## config.mk

```make
export PLATFORM = sky130hd
export DESIGN_NAME = mult_div_unit_flat
export DESIGN_NICKNAME = d
export VERILOG_FILES = /design/src/rtl/mult_div_unit_if.sv /design/src/rtl/mult_div_unit.sv /design/src/flat_wrapper.sv
export SDC_FILE = /design/constraint.sdc
export NUM_CORES = 1
export LEC_CHECK = 0
export BUFFER_PORTS_ARGS = -buffer_cell sky130_fd_sc_hd__buf_4
export CAP_MARGIN = 5
export CORE_MARGIN = 2
export CORE_UTILIZATION = 25
export DETAILED_ROUTE_END_ITERATION = 12
export SLEW_MARGIN = 20
export SYNTH_ARGS = -nofsm -noshare
export SYNTH_HDL_FRONTEND = slang
export SYNTH_SLANG_ARGS = --single-unit
```

## constraint.sdc

```tcl
create_clock -name clk -period 10.8 [get_ports clk]
set_clock_uncertainty 0.15 [all_clocks]
set_input_delay 2.7 -clock clk [delete_from_list [all_inputs] [get_ports clk]]
set_output_delay 2.7 -clock clk [all_outputs]
set_load 0.1 [all_outputs]
```

## src/rtl/mult_div_unit_if.sv

```systemverilog
// Request/result bundle between the execute stage and the iterative mult/div unit.
// Any module driving the request side connects through the master modport.
interface mult_div_unit_if #(
  parameter int unsigned WIDTH = 32
);
  logic             start;
  logic [1:0]       op;
  logic [WIDTH-1:0] rs_val;
  logic [WIDTH-1:0] rt_val;
  logic             mthi;
  logic             mtlo;
  logic [WIDTH-1:0] wr_data;
  logic [WIDTH-1:0] hi;
  logic [WIDTH-1:0] lo;
  logic             busy;
  logic             done;

  modport master (
    output start, op, rs_val, rt_val, mthi, mtlo, wr_data,
    input  hi, lo, busy, done
  );

  modport slave (
    input  start, op, rs_val, rt_val, mthi, mtlo, wr_data,
    output hi, lo, busy, done
  );
endinterface

```

## src/rtl/mult_div_unit.sv

```systemverilog
// Iterative MULT/MULTU/DIV/DIVU unit owning HI/LO: one shift-add or restoring
// shift-subtract step per cycle on operand magnitudes, sign fix-up on the last cycle.
module mult_div_unit #(
  parameter int unsigned WIDTH = 32
) (
  input  logic                 clk,
  input  logic                 reset,
  mult_div_unit_if.slave       bus
);

  localparam int unsigned CNT_W = $clog2(WIDTH);

  typedef enum logic [1:0] {
    IDLE   = 2'd0,
    RUN    = 2'd1,
    FINISH = 2'd2
  } state_t;

  state_t                 state_q, state_d;
  logic [CNT_W-1:0]       cnt_q, cnt_d;
  logic [1:0]             op_q, op_d;
  logic [WIDTH-1:0]       a_q, a_d;
  logic [WIDTH-1:0]       acc_hi_q, acc_hi_d;
  logic [WIDTH-1:0]       acc_lo_q, acc_lo_d;
  logic [WIDTH-1:0]       rs_raw_q, rs_raw_d;
  logic                   prod_neg_q, prod_neg_d;
  logic                   rem_neg_q, rem_neg_d;
  logic                   div0_q, div0_d;
  logic [WIDTH-1:0]       hi_q, hi_d;
  logic [WIDTH-1:0]       lo_q, lo_d;
  logic                   busy_q, busy_d;
  logic                   done_q, done_d;

  logic                   rs_neg, rt_neg;
  logic [WIDTH-1:0]       rs_mag, rt_mag;
  logic [WIDTH:0]         mul_sum;
  logic [WIDTH:0]         div_shift;
  logic [WIDTH:0]         div_diff;
  logic [2*WIDTH-1:0]     product;

  // Next-state, datapath step and result write-back
  always_comb begin
    state_d    = state_q;
    cnt_d      = cnt_q;
    op_d       = op_q;
    a_d        = a_q;
    acc_hi_d   = acc_hi_q;
    acc_lo_d   = acc_lo_q;
    rs_raw_d   = rs_raw_q;
    prod_neg_d = prod_neg_q;
    rem_neg_d  = rem_neg_q;
    div0_d     = div0_q;
    hi_d       = hi_q;
    lo_d       = lo_q;

    rs_neg    = ~bus.op[0] & bus.rs_val[WIDTH-1];
    rt_neg    = ~bus.op[0] & bus.rt_val[WIDTH-1];
    rs_mag    = rs_neg ? -bus.rs_val : bus.rs_val;
    rt_mag    = rt_neg ? -bus.rt_val : bus.rt_val;
    mul_sum   = {1'b0, acc_hi_q} + (acc_lo_q[0] ? {1'b0, a_q} : '0);
    div_shift = {acc_hi_q, acc_lo_q[WIDTH-1]};
    div_diff  = div_shift - {1'b0, a_q};
    product   = {acc_hi_q, acc_lo_q};

    case (state_q)
      IDLE: begin
        if (bus.start) begin
          state_d    = RUN;
          cnt_d      = '0;
          op_d       = bus.op;
          acc_hi_d   = '0;
          rs_raw_d   = bus.rs_val;
          prod_neg_d = rs_neg ^ rt_neg;
          rem_neg_d  = rs_neg;
          div0_d     = (bus.rt_val == '0);
          // Divide: dividend shifts out of acc_lo; multiply: multiplier does.
          a_d        = bus.op[1] ? rt_mag : rs_mag;
          acc_lo_d   = bus.op[1] ? rs_mag : rt_mag;
        end else begin
          if (bus.mthi) hi_d = bus.wr_data;
          if (bus.mtlo) lo_d = bus.wr_data;
        end
      end
      RUN: begin
        cnt_d = cnt_q + CNT_W'(1);
        if (op_q[1]) begin
          if (div_diff[WIDTH]) begin
            acc_hi_d = div_shift[WIDTH-1:0];
            acc_lo_d = {acc_lo_q[WIDTH-2:0], 1'b0};
          end else begin
            acc_hi_d = div_diff[WIDTH-1:0];
            acc_lo_d = {acc_lo_q[WIDTH-2:0], 1'b1};
          end
        end else begin
          acc_hi_d = mul_sum[WIDTH:1];
          acc_lo_d = {mul_sum[0], acc_lo_q[WIDTH-1:1]};
        end
        if (cnt_q == CNT_W'(WIDTH-1)) state_d = FINISH;
      end
      FINISH: begin
        state_d = IDLE;
        if (op_q[1]) begin
          if (div0_q) begin
            lo_d = '1;
            hi_d = rs_raw_q;
          end else begin
            lo_d = prod_neg_q ? -acc_lo_q : acc_lo_q;
            hi_d = rem_neg_q  ? -acc_hi_q : acc_hi_q;
          end
        end else begin
          if (prod_neg_q) product = -product;
          hi_d = product[2*WIDTH-1:WIDTH];
          lo_d = product[WIDTH-1:0];
        end
      end
      default: state_d = IDLE;
    endcase

    busy_d = (state_d != IDLE);
    done_d = (state_q == FINISH);
  end

  always_ff @(posedge clk or posedge reset) begin
    if (reset) begin
      state_q    <= IDLE;
      cnt_q      <= '0;
      op_q       <= '0;
      a_q        <= '0;
      acc_hi_q   <= '0;
      acc_lo_q   <= '0;
      rs_raw_q   <= '0;
      prod_neg_q <= 1'b0;
      rem_neg_q  <= 1'b0;
      div0_q     <= 1'b0;
      hi_q       <= '0;
      lo_q       <= '0;
      busy_q     <= 1'b0;
      done_q     <= 1'b0;
    end else begin
      state_q    <= state_d;
      cnt_q      <= cnt_d;
      op_q       <= op_d;
      a_q        <= a_d;
      acc_hi_q   <= acc_hi_d;
      acc_lo_q   <= acc_lo_d;
      rs_raw_q   <= rs_raw_d;
      prod_neg_q <= prod_neg_d;
      rem_neg_q  <= rem_neg_d;
      div0_q     <= div0_d;
      hi_q       <= hi_d;
      lo_q       <= lo_d;
      busy_q     <= busy_d;
      done_q     <= done_d;
    end
  end

  assign bus.hi   = hi_q;
  assign bus.lo   = lo_q;
  assign bus.busy = busy_q;
  assign bus.done = done_q;

endmodule

```

## src/flat_wrapper.sv

```systemverilog
// flat-port wrapper written by rule: the top's interface ports become plain ports
module mult_div_unit_flat 
#(
  parameter int unsigned WIDTH = 32
)
  (clk, reset, bus_start, bus_op, bus_rs_val, bus_rt_val, bus_mthi, bus_mtlo, bus_wr_data, bus_hi, bus_lo, bus_busy, bus_done);
  mult_div_unit_if #(.WIDTH(WIDTH)) bus_i ();
  input  logic clk;
  input  logic reset;
  input wire logic [$bits(bus_i.start)-1:0] bus_start;
  input wire logic [$bits(bus_i.op)-1:0] bus_op;
  input wire logic [$bits(bus_i.rs_val)-1:0] bus_rs_val;
  input wire logic [$bits(bus_i.rt_val)-1:0] bus_rt_val;
  input wire logic [$bits(bus_i.mthi)-1:0] bus_mthi;
  input wire logic [$bits(bus_i.mtlo)-1:0] bus_mtlo;
  input wire logic [$bits(bus_i.wr_data)-1:0] bus_wr_data;
  output wire logic [$bits(bus_i.hi)-1:0] bus_hi;
  output wire logic [$bits(bus_i.lo)-1:0] bus_lo;
  output wire logic [$bits(bus_i.busy)-1:0] bus_busy;
  output wire logic [$bits(bus_i.done)-1:0] bus_done;
  assign bus_i.start = bus_start;
  assign bus_i.op = bus_op;
  assign bus_i.rs_val = bus_rs_val;
  assign bus_i.rt_val = bus_rt_val;
  assign bus_i.mthi = bus_mthi;
  assign bus_i.mtlo = bus_mtlo;
  assign bus_i.wr_data = bus_wr_data;
  assign bus_hi = bus_i.hi;
  assign bus_lo = bus_i.lo;
  assign bus_busy = bus_i.busy;
  assign bus_done = bus_i.done;
  mult_div_unit #(.WIDTH(WIDTH)) u_core (.clk(clk), .reset(reset), .bus(bus_i));
endmodule
```

==> qor.yml <==
synth_simple_gate_area_frac: 0.2005
worst_ep_arrival_time_ns: 5.36
synth_xor_xnor_area_share: 0.08383
max-clock-path-buffers: 3
crit_path_frequent_cell: "sky130_fd_sc_hd__a21oi_1"
synthesis.instances: 2188
tritoncts: "done"
gpl.final_weighted_congestion: 0.9908
synth_fp_nets: 2363
crit_required_ns: 11.06
multi_input_area_sq_um: 10810
synthesis.area_per_instance_sq_um: 7.640
place.port_buffers: 168
synth_compound_gate_area_share: 0.2647
drc_violations_left: 0
final_nets: 2441
min_path_type: "flop to flop"
worstMarginPinSlew_ns: 1.031
clockRootBuffer: "sky130_fd_sc_hd__clkbuf_16"
totalWireLength_mm: 66.08
dp_hpwl_mm: 50.23
final_min_period_over_clock_period: 0.4718
synthesis.area_sq_um: 16720
h_tree_depth: 1
post_synth_fa_ha_maj_area_fraction: 0.05479
worst_setup_path_start_kind: "input pin"
antenna_violations_before_repair: 0
status: "finished clean"
path_class: "input pin to flop"
setup_viol_count_final: 0
number_of_warnings_printed_during_yosys_synthesis: 0
vias_in_the_first_global_route: 15770
tmin_final_ns: 5.095
post_cts_resized: 0
dp.cells: 3102
grt_pass1_wl_mm: 99.55
grt_setup_unrepaired: "no"
dr.pass1.iters: 5
maxSlewHeadroom: 0.3120
synth-edff-count: 0
crit_path_cell_trace: "buf_4, nor4_1, nand2_1, or4b_2, nand2b_1, nor2b_1, a21oi_1, xnor2_1, a21oi_1, a21oi_1, o21ai_0"
cp_max_fo: 5
share_of_cells_above_drive_strength_1: 0.1212
coreArea_sq_um: 65980
synth_cell_types: 80
floorplan.initialDensity: 0.2533
dominant_cell_by_count_in_the_synthesized_netlist: "sky130_fd_sc_hd__nand2_1"
via_per_inst: 5.340
final_cell_area_sq_um: 19560
synth-main-ff-cell: "sky130_fd_sc_hd__dfrtp_1"
via_count: 16820
endpoint_type_of_the_worst_setup_path: "flop"
filler_cell_count: 7051
die_height_um: 262.6
postSynthRegisterBits: 205
globalRouteTotalUtil: 0.1850
fin_setup_tns_ns: 0
die_width_um: 262.6
netlist_top_cells_area: "sky130_fd_sc_hd__dfrtp_1 (31%), sky130_fd_sc_hd__nand2_1 (7.3%), sky130_fd_sc_hd__o21ai_0 (7.0%)"
placed_cell_area_sq_um: 18730
post_cts_buffers: 0
critPathMaxStageDelay_ns: 0.73
cts.sink_count: 205
netlist.area_leader.share: 0.3069
cp_max_stage_cell: "sky130_fd_sc_hd__or4b_2"
power_per_cell_area_nw_per_um2: 375.7
fp-row-count: 94
detail-route-antenna-nets: 0
layoutNonFillerInstCount: 3150
largest_net_degree_at_the_start_of_global_routing: 107
drt_iter0_markers: 1741
insertedDiodeCount: 0
worst_setup_hold_path_clk_slew_ns: 0.06
clk_latency_ns: 0.57
grt_residual_overflow: 0
post_synthesis_async_set_or_reset_flop_share: 1.000
leakagePower_nw: 8.416
synth_largest_area_cell: "sky130_fd_sc_hd__dfrtp_1"
register_area_sq_um: 5134
synth_top_family_by_area: "compound AO/OA/AOI/OAI gates"
synthMuxAreaShare: 0.03990
io_pins: 169
syn_to_final_growth_pct: 16.98
clock.fmax_mhz: 196.3
ir_drop_mv: 0.2033
drv_cap: 0
timing.final.hold_violations: 0
total_clock_buffers_created_by_cts: 26
ys_top_cells_by_count: "sky130_fd_sc_hd__nand2_1 (325), sky130_fd_sc_hd__o21ai_0 (233), sky130_fd_sc_hd__dfrtp_1 (205)"
wire_per_inst_um: 20.98
full_die_area_sq_um: 68950
max_slew_violation_count: 0
cts_hold_repair.buffers: 0
seq_area_frac_synth: 0.3069
[cell families after synthesis]
kind of cell    count (synthesis)
mux                            66
buf+inv                       213
fa+ha+maj                      72
xor+xnor                      160
flops                         205
compound gates                730
simple gates                  742
[path summary, 6_finish.rpt]
kind,startpoint,endpoint,slack [ns],cells after the start
min reg2reg,u_core.a_q[23],u_core.a_q[23],0.33,1
min,u_core.a_q[23],u_core.a_q[23],0.33,1
max reg2reg,u_core.op_q[1],u_core.bus.hi[0],6.60,8
max in group asynchronous,reset,u_core.op_q[1],7.03,3
max,bus_rs_val[4],u_core.acc_lo_q[25],5.70,11
min in group asynchronous,reset,u_core.acc_hi_q[9],2.03,2
[critical path: cells and delay by family]
| kind | cells | cell delay [ns] |
|---|---|---|
| xor+xnor | 1 | 0.23 |
| simple gates | 5 | 1.82 |
| compound gates | 4 | 0.49 |
| buf+inv | 1 | 0.13 |
[state kept, by name, summed over array words and instances (netlist names)]
name	count
u_core.a_q	32
u_core.acc_hi_q	32
u_core.acc_lo_q	32
u_core.bus.busy	1
u_core.bus.done	1
u_core.bus.hi	32
u_core.bus.lo	32
u_core.cnt_q	5
u_core.div0_q	1
u_core.op_q	1
u_core.prod_neg_q	1
u_core.rem_neg_q	1
u_core.rs_raw_q	32
u_core.state_q	2
[power breakdown]
part / switching (W) / internal [W]
clock: 0.000366 / 0.000488
combinational: 0.00311 / 0.00163
sequential: 0.000611 / 0.00115
[cells in the final DEF (no fill, tap or decap), types with 26 or more instances in the layout]
cell type                   netlist  layout
sky130_fd_sc_hd__o21ai_0        233     233
sky130_fd_sc_hd__nor2_1         200     199
sky130_fd_sc_hd__dfrtp_1        205     204
sky130_fd_sc_hd__a21o_1          33      33
sky130_fd_sc_hd__o211ai_1        27      27
sky130_fd_sc_hd__inv_1           70      68
sky130_fd_sc_hd__a21oi_1        197     197
sky130_fd_sc_hd__clkbuf_16        0      26
sky130_fd_sc_hd__ha_1            70      70
sky130_fd_sc_hd__a22oi_1         29      29
sky130_fd_sc_hd__nand3_1         40      40
sky130_fd_sc_hd__xor2_1          56      56
sky130_fd_sc_hd__buf_4            0     192
sky130_fd_sc_hd__nand2_1        325     323
sky130_fd_sc_hd__mux2i_1         61      61
sky130_fd_sc_hd__o22ai_1         39      39
sky130_fd_sc_hd__xnor2_1        104     104
sky130_fd_sc_hd__nor3_1          38      38
[layout make-up]
| cell class | count | area share |
|---|---|---|
| clock buffers | 35 | 0.03653 |
| clock inverters | 13 | 0.005311 |
| inverters | 71 | 0.01401 |
| multi-input cells | 1770 | 0.5526 |
| flip-flops and latches | 205 | 0.2625 |
| well taps | 864 | 0.05528 |
| repair buffers | 192 | 0.07371 |
[per-stage QoR]
stage | hold slack (ns) | setup slack [ns] | utilization | total power, W
global placement | 0.3136 | 5.210 | 0.2839 | 0.006363
floorplan | 0.2904 | 2.354 | - | 0.005111
CTS | 0.3285 | 5.800 | 0.2963 | 0.007274
finish | 0.3260 | 5.705 | 0.2964 | 0.007347
detailed placement | 0.3164 | 5.233 | 0.2839 | 0.006403
global route | 0.3453 | 5.451 | 0.2964 | 0.007821
[routing by layer]
layer | wire length, um | part of all wire | track usage | up-vias
li1 | - | - | - | 7991
met1 | 28360 | 0.43 | 0.2510 | 7975
met2 | 28720 | 0.43 | 0.2850 | 746
met3 | 6938 | 0.10 | 0.05126 | 109
met4 | 2058 | 0.031 | 0.05530 | 0
met5 | 0 | 0 | 0 | -
Note: power is estimated with default switching activity, not from simulation.
